===== src/rtl/btn_cnt.sv =====
// btn_cnt -- 4-digit BCD up/down counter driven by push-button pulses,
// with an optional auto-count mode stepping once every DIV clock cycles.
//
// Parameters
//   DIV   CLK cycles per auto-count step (legal 2 .. 2**26).
//
// Ports
//   CLK   input   1   system clock, everything on posedge CLK
//   nRST  input   1   synchronous, active-low reset
//   BIN   input   3   debounced one-cycle press pulses, active-high:
//                     [0]=inc, [1]=dec, [2]=run/stop toggle
//   CNT   output  16  packed BCD count, [15:12] thousands .. [3:0] units
//   RUN   output  1   1 while in the auto-count state (mirrors the FSM state)
//   DIR   output  1   auto-count direction, 0 = up, 1 = down
//   WRAP  output  1   one-cycle pulse after a step wrapped 9999<->0000
//
// Input protocol: BIN carries no handshake and no backpressure. Every cycle
// in which a bit is high is one event; a bit held high for N cycles is N
// events. A step caused in cycle t is visible on CNT in cycle t+1.
module btn_cnt #(
  parameter int DIV = 50000000
) (
  input  logic        CLK,
  input  logic        nRST,
  input  logic [2:0]  BIN,
  output logic [15:0] CNT,
  output logic        RUN,
  output logic        DIR,
  output logic        WRAP
);

  localparam int PW = (DIV > 1) ? $clog2(DIV) : 1;
  localparam logic [PW-1:0] PRE_MAX = PW'(DIV - 1);

  typedef enum logic {
    ST_STOP = 1'b0,
    ST_RUN  = 1'b1
  } state_t;

  state_t          state_q, state_d;
  logic [PW-1:0]   pre_q, pre_d;
  logic [15:0]     cnt_q, cnt_d;
  logic            dir_q, dir_d;
  logic            wrap_q, wrap_d;

  logic            inc, dec, clr, tick;

  // BCD increment: a digit at 9 rolls to 0 and carries into the next digit.
  function automatic logic [15:0] bcd_inc(input logic [15:0] v);
    logic [15:0] r;
    logic        c;
    r = v;
    c = 1'b1;
    for (int i = 0; i < 4; i++) begin
      if (c) begin
        if (v[i*4 +: 4] == 4'd9) begin
          r[i*4 +: 4] = 4'd0;
        end else begin
          r[i*4 +: 4] = v[i*4 +: 4] + 4'd1;
          c = 1'b0;
        end
      end
    end
    return r;
  endfunction

  // BCD decrement: a digit at 0 rolls to 9 and borrows from the next digit.
  function automatic logic [15:0] bcd_dec(input logic [15:0] v);
    logic [15:0] r;
    logic        b;
    r = v;
    b = 1'b1;
    for (int i = 0; i < 4; i++) begin
      if (b) begin
        if (v[i*4 +: 4] == 4'd0) begin
          r[i*4 +: 4] = 4'd9;
        end else begin
          r[i*4 +: 4] = v[i*4 +: 4] - 4'd1;
          b = 1'b0;
        end
      end
    end
    return r;
  endfunction

  assign inc  = BIN[0] & ~BIN[1];
  assign dec  = BIN[1] & ~BIN[0];
  assign clr  = BIN[0] &  BIN[1];
  assign tick = (state_q == ST_RUN) && (pre_q == PRE_MAX);

  always_comb begin
    state_d = state_q;
    pre_d   = pre_q;
    cnt_d   = cnt_q;
    dir_d   = dir_q;
    wrap_d  = 1'b0;

    if (BIN[2]) begin
      state_d = (state_q == ST_RUN) ? ST_STOP : ST_RUN;
    end

    // Prescaler holds at 0 in STOP and restarts on every toggle, so the
    // first auto step lands exactly DIV cycles after the toggle is sampled.
    if (state_q != ST_RUN || BIN[2] || tick) begin
      pre_d = '0;
    end else begin
      pre_d = pre_q + PW'(1);
    end

    // Manual actions take priority; a tick coinciding with any manual
    // action or with a toggle is dropped.
    if (clr) begin
      cnt_d = 16'h0000;
    end else if (inc) begin
      cnt_d  = bcd_inc(cnt_q);
      dir_d  = 1'b0;
      wrap_d = (cnt_q == 16'h9999);
    end else if (dec) begin
      cnt_d  = bcd_dec(cnt_q);
      dir_d  = 1'b1;
      wrap_d = (cnt_q == 16'h0000);
    end else if (tick && !BIN[2]) begin
      if (dir_q) begin
        cnt_d  = bcd_dec(cnt_q);
        wrap_d = (cnt_q == 16'h0000);
      end else begin
        cnt_d  = bcd_inc(cnt_q);
        wrap_d = (cnt_q == 16'h9999);
      end
    end
  end

  always_ff @(posedge CLK) begin
    if (!nRST) begin
      state_q <= ST_STOP;
      pre_q   <= '0;
      cnt_q   <= 16'h0000;
      dir_q   <= 1'b0;
      wrap_q  <= 1'b0;
    end else begin
      state_q <= state_d;
      pre_q   <= pre_d;
      cnt_q   <= cnt_d;
      dir_q   <= dir_d;
      wrap_q  <= wrap_d;
    end
  end

  assign CNT  = cnt_q;
  assign RUN  = (state_q == ST_RUN);
  assign DIR  = dir_q;
  assign WRAP = wrap_q;

endmodule

===== config.mk =====
export PLATFORM = sky130hd
export DESIGN_NAME = btn_cnt
export DESIGN_NICKNAME = d
export VERILOG_FILES = /design/src/rtl/btn_cnt.sv
export SDC_FILE = /design/constraint.sdc
export NUM_CORES = 1
export LEC_CHECK = 0
export CORE_ASPECT_RATIO = 0.9
export CORE_MARGIN = 1
export CORE_UTILIZATION = 58
export DETAILED_ROUTE_END_ITERATION = 6
export GPL_TIMING_DRIVEN = 0
export PLACE_DENSITY = 0.8
export SYNTH_ARGS = -nofsm -noshare
export SYNTH_HDL_FRONTEND = slang
export SYNTH_SLANG_ARGS = --single-unit

===== constraint.sdc =====
create_clock -name CLK -period 2.61 [get_ports CLK]
set_input_delay 0.261 -clock CLK [delete_from_list [all_inputs] [get_ports CLK]]
set_output_delay 0.261 -clock CLK [all_outputs]
set_load 0.05 [all_outputs]

# Word level (Yosys, flattened, before mapping)
# Cells that the tools add are included.
# Widths: inputs -> output; s select.
[op_classes] n_addsub=9 n_mux=90 eq_ne=15 n_reduce_logical=21 shifts=0 order_cmp=0 bitwise_logic=8 multipliers=0 n_div=0
[op_table] cell="$mux 4" n=20
[op_table] cell="$mux 1" n=66
[op_table] cell="$mux 16" n=4
[op_table] cell="$add 26x1->26 const B" n=1
[op_table] cell="$eq 26x26->1 const B" n=1
[op_table] cell="$add 4x1->4 const B" n=4
[op_table] cell="$eq 16x16->1 const B" n=1
[op_table] cell="$eq 4x4->1 const B" n=4
[op_table] cell="$logic_not 16->1" n=1
[op_table] cell="$logic_not 4->1" n=4
[op_table] cell="$sub 4x1->4 const B" n=4
[op_table] cell="$reduce_and 5->1" n=3
[op_table] cell="$ne 4x1->1 const B" n=3
[op_table] cell="$reduce_bool 4->1" n=3
[op_table] cell="$ne 3x2->1 const B" n=3
[op_table] cell="$ne 2x1->1 const B" n=3
[op_table] cell="$not 1->1" n=5
[op_table] cell="$reduce_or 2->1" n=2
[op_table] cell="$and 1x1->1" n=3
[op_table] cell="$reduce_bool 3->1" n=1
[op_table] cell="$logic_and 1x1->1" n=2
[op_table] cell="$logic_or 1x1->1" n=2
[op_table] cell="$reduce_and 2->1" n=1
[op_table] cell="$reduce_bool 2->1" n=1
[op_table] cell="$logic_not 1->1" n=1
[word_totals] register_bits=45 ram_bits=0 n_memories=0 latchBits=0 romBits=0 output_inout_bits=19 wordCells=151

# Longest topological paths before layout
[depth] ltp_word=24 ltp_mapped=8 depth_no_buf=7

# Worst setup path before layout
# OpenSTA, ideal clock, no wires.
[synth_path] kind="reg2reg" from="register cnt_q[7], in the netlist CNT[7]" to="register cnt_q[11], in the netlist CNT[11]" required_time_ns=2.478 t_arrival_ns=1.870 n_path_buf=1 setup_time_ns=0.132 period_less_slack_ns=2.001 path_stages_with_launch=7 setup_slack_ns=0.609 path_cell_list="dfxtp_1 clkbuf_1 nor4bb_1 a21oi_1 a21oi_1 nand2_1 mux2i_1"
[synth_via] elab_chain_len=10
[synth_lines] item="start, declared" line="42" source="logic [15:0] cnt_q, cnt_d;"
[synth_lines] item="start signal, assigned" line="143" source="cnt_q <= cnt_d;"
[synth_lines] item="$logic_not 4->1 or $eq 4x4->1 (tied branches)" line="75, 56"
[synth_lines] item="$mux 1 (on tied branches)" line="75, 56"
[synth_lines] item="$mux 1 (on tied branches)" line="74, 55"
[synth_lines] item="$mux 1" line="123" source="if (dir_q) begin"
[synth_lines] item="$mux 1" line="122" source="end else if (tick && !BIN[2]) begin"
[synth_lines] item="$mux 1" line="118" source="end else if (dec) begin"
[synth_lines] item="$mux 1" line="114" source="end else if (inc) begin"
[synth_lines] item="$mux 1" line="112" source="if (clr) begin"
[synth_lines] item="$ne 4x1->1 (no line) or $reduce_bool 4->1 (tied branches)"
[synth_lines] item="$reduce_and 5->1 (no line) *"
# Every way passes the cells marked *; elsewhere a longest branch is shown, timed or not. The select of a mux whose other input is x is not followed.
# A chain may end at the register's enable or synchronous reset.

# Final worst setup path
[layout_path] from="input BIN[1]" to="register cnt_q[15], in the netlist CNT[15]"
[layout_via] elab_chain_len=4
[layout_lines] item="start, declared" line="25" source="input logic [2:0] BIN,"
[layout_lines] item="$not 1->1" line="86" source="assign inc = BIN[0] & ~BIN[1];"
[layout_lines] item="$and 1x1->1" line="86"
[layout_lines] item="$ne 4x1->1 (no line), or another cell as far along"
[layout_lines] item="$reduce_and 5->1 (no line)"
# Parallel ways exist; a longest one is shown, timed or not.

==> results.json <==
{
  "insertedDiodeCount": 0,
  "ff2ff_setup_slack_ps": 420,
  "p_clk_frac": 0.297,
  "synth_cell_type_count": 57,
  "synth_seq_cells": 45,
  "synth_sequential_area_ratio": 0.3259,
  "powerDensity_mw_per_mm2": 474.4,
  "clock_tree.buffer_depth": 2,
  "initial_utilization": 0.6117,
  "clock_tree_from_tritoncts": "yes",
  "numClockSinks": 45,
  "routed_via_density": 5.908,
  "critPathMaxFanout": 10,
  "synthesis.nets": 349,
  "timing.critical_path.cells": "clkdlybuf4s50_1, inv_1, ha_1, o21ba_2, clkbuf_1, nor2_1, o311ai_0, mux2i_1",
  "multi_input_comb_area_sq_mm": 0.001694,
  "fin_area_sq_mm": 0.003159,
  "synth-adder-area-share": 0.01811,
  "buffer_ports.inserted": 23,
  "gate_count_of_the_mapped_netlist": 340,
  "timing.final.hold_violations": 0,
  "number_of_global_route_vias_before_repair": 2123,
  "netlist.top_cell.by_area": "dfxtp_1",
  "fill_cells": 403,
  "clock-root-buffer": "clkbuf_8",
  "ys_async_sr_fraction": 0,
  "yosys.area_share.xor_xnor": 0.1077,
  "post-cts-setup-buffer-count": 0,
  "worst_setup_path_start_kind": "primary input",
  "run_status": "finished clean",
  "worst_setup_hold_path_clk_slew_ps": 90,
  "floorplan.io_pins": 24,
  "critical_path_required_ps": 2790,
  "final_routed_wire_length_divided_by_cell_count_microns": 14.26,
  "routed-via-count": 2558,
  "cts_hold_buf": 0,
  "number_of_antenna_violations_at_the_first_check_in_global_routing": 0,
  "track_usage": 0.2619,
  "yosys-mux-area-fraction": 0.03259,
  "dieWidth_microns": 74.77,
  "synth_top_family_by_area": "simple AND/OR/NAND/NOR gates",
  "synthesis.area_per_instance_sq_um": 8.129,
  "place_congestion": 0.8396,
  "worstSkewPairLatency_ps": 310,
  "finish.net_count": 379,
  "rsz_0062_raised_after_global_routing": "false",
  "sw_frac_of_total": 0.3209,
  "share_seq_of_total_power": 0.483,
  "setup-violations-final": 0,
  "crit_start": "BIN[1]",
  "setup_total_negative_slack_ps": 0,
  "drive_above_1_share": 0.08625,
  "crit_arrival_ps": 2510,
  "cell_area_after_synthesis_sq_mm": 0.002764,
  "hp-start": "pre_q[0]",
  "detailed_place_hpwl_microns": 4278,
  "max-vdd-ir-drop_mv": 0.3401,
  "globalRoute.totalOverflow": 0,
  "final_max_slew_viol_count": 0,
  "cp_slowest_cell": "clkdlybuf4s50_1",
  "placedInstanceArea_sq_mm": 0.003072,
  "combinationalPowerShare": 0.221,
  "timing.critical_path.slowest_cell_delay_ps": 550,
  "internal_power_mw": 1.018,
  "switching_power_uw": 481.0,
  "yosys.cell_count.top_type": "dfxtp_1",
  "cp-end-kind": "flip-flop",
  "cts_max_level": 2,
  "detail_route.drc_violations": 0,
  "core.rowCount": 23,
  "area_growth_synth_to_finish_pct": 14.31,
  "top_post_synthesis_cells_by_area": "dfxtp_1 33%, xnor2_1 5.7%, nor2_1 5.6%",
  "ff_latch_area_sq_um": 900.9,
  "die_height_microns": 67.49,
  "relative_slew_margins": 0.5171,
  "tritoncts.num_buffers": 5,
  "die-area_sq_mm": 0.005046,
  "maxClockFrequency_mhz": 428.7,
  "detailedRoute.firstPassIterationCount": 5,
  "area_fraction_in_compound_gates_after_synthesis": 0.1575,
  "grt_pass1_wl_microns": 9942,
  "routed_wl_microns": 6176,
  "synth.top_cells.by_count": "45 x dfxtp_1, 41 x nor2_1, 33 x nand2_1",
  "ys_dominant_reg_cell": "dfxtp_1",
  "antenna_left": 0,
  "worstSetupPathType": "primary input to flip-flop",
  "core_area_sq_mm": 0.004518,
  "min-delay-path-class": "flip-flop to flip-flop",
  "leakage_power_nw": 1.073,
  "crit-reg2reg-launch": "pre_q[0]",
  "pin_count_of_the_biggest_net_entering_global_routing": 15,
  "detailedRoute.firstIterationViolations": 273,
  "yosysWarningCount": 0,
  "tightestPinTransition_ps": 718.3,
  "post_cts.resized_instances": 0,
  "final_core_util": 0.6993,
  "fin_crit_ps": 2333,
  "synth_enable_flop_cells": 0,
  "post-synth-top-area-fraction": 0.3259,
  "max_cap_violations": 0,
  "synth-simple-area-share": 0.2970,
  "fin_skew_ps": 6.945,
  "period_share": 0.8938
}
==> cell families after synthesis <==
group	count (synthesis)
buffers and inverters	32
AO/OA/AOI/OAI	61
multiplexers	9
XOR/XNOR	34
AND/OR/NAND/NOR	155
flip-flops	45
adder cells (fa/ha/maj)	4
==> stage by stage <==
stage | power, mW | hold WS, ps | setup WS (ps) | instances
6_report | 1.499 | 492.1 | 277.2 | 433
5_1_grt | 1.568 | 535.0 | 135.0 | 433
4_1_cts | 1.508 | 499.2 | 356.4 | 433
3_5_place_dp | 1.065 | 478.1 | 29.36 | 425
3_3_place_gp | 1.058 | 447.5 | 80.95 | 425
2_1_floorplan | 0.9802 | 382.7 | 608.9 | 340
==> power by group through the flow <==
stage | Clock (mW) | Sequential [mW] | Combinational [mW]
finish | 0.445 | 0.723 | 0.331
global route | 0.483 | 0.726 | 0.358
CTS | 0.458 | 0.723 | 0.328
detailed placement | 0 | 0.739 | 0.326
global placement | 0 | 0.738 | 0.320
floorplan | 0 | 0.788 | 0.192
==> routing by layer <==
layer / vias to the layer above / track usage / routed length [microns] / share of wire
li1: 1266 / - / - / -
met2: 103 / 0.3806 / 2582 / 0.42
met3: 9 / 0.04179 / 526 / 0.085
met5: - / 0 / 0 / 0
met1: 1180 / 0.3843 / 2960 / 0.48
met4: 0 / 0.1014 / 108 / 0.017
==> layout by cell type (no fill, tap or decap), types with 13 or more instances in the layout <==
cell and instances:
o21ai_0 19, dfxtp_1 45, nand3_1 18, clkdlybuf4s50_1 24, nor2_1 41, xnor2_1 18, clkbuf_1 13, xor2_1 16
nand2_1 33
==> layout make-up <==
| class | count | share of cell area |
|---|---|---|
| multi-input combinational | 263 | 0.5362 |
| sequential | 45 | 0.2851 |
| timing repair buffer | 23 | 0.07287 |
| buffer | 24 | 0.04396 |
| tap | 62 | 0.02455 |
| clock buffer | 6 | 0.02297 |
| inverter | 8 | 0.009505 |
| clock inverter | 2 | 0.004752 |
==> worst paths after layout <==
check              to  depth (start not counted)
max           CNT[15]                          8
min reg2reg  pre_q[0]                          1
min          pre_q[0]                          1
max reg2reg   CNT[15]                          6
==> critical path, delay by kind of cell <==
family                     cells  cell delay [ps]
AOI/OAI and AO/OA              2              710
adders and majority gates      1              210
buffers and inverters          3             1090
muxes                          1              130
and+or+nand+nor                1              110
==> state kept, by name (all words and copies together), names as in the netlist <==
register  cells
WRAP          1
CNT          16
pre_q        26
DIR           1
RUN           1
No activity file was read; power rests on OpenSTA's default activity.
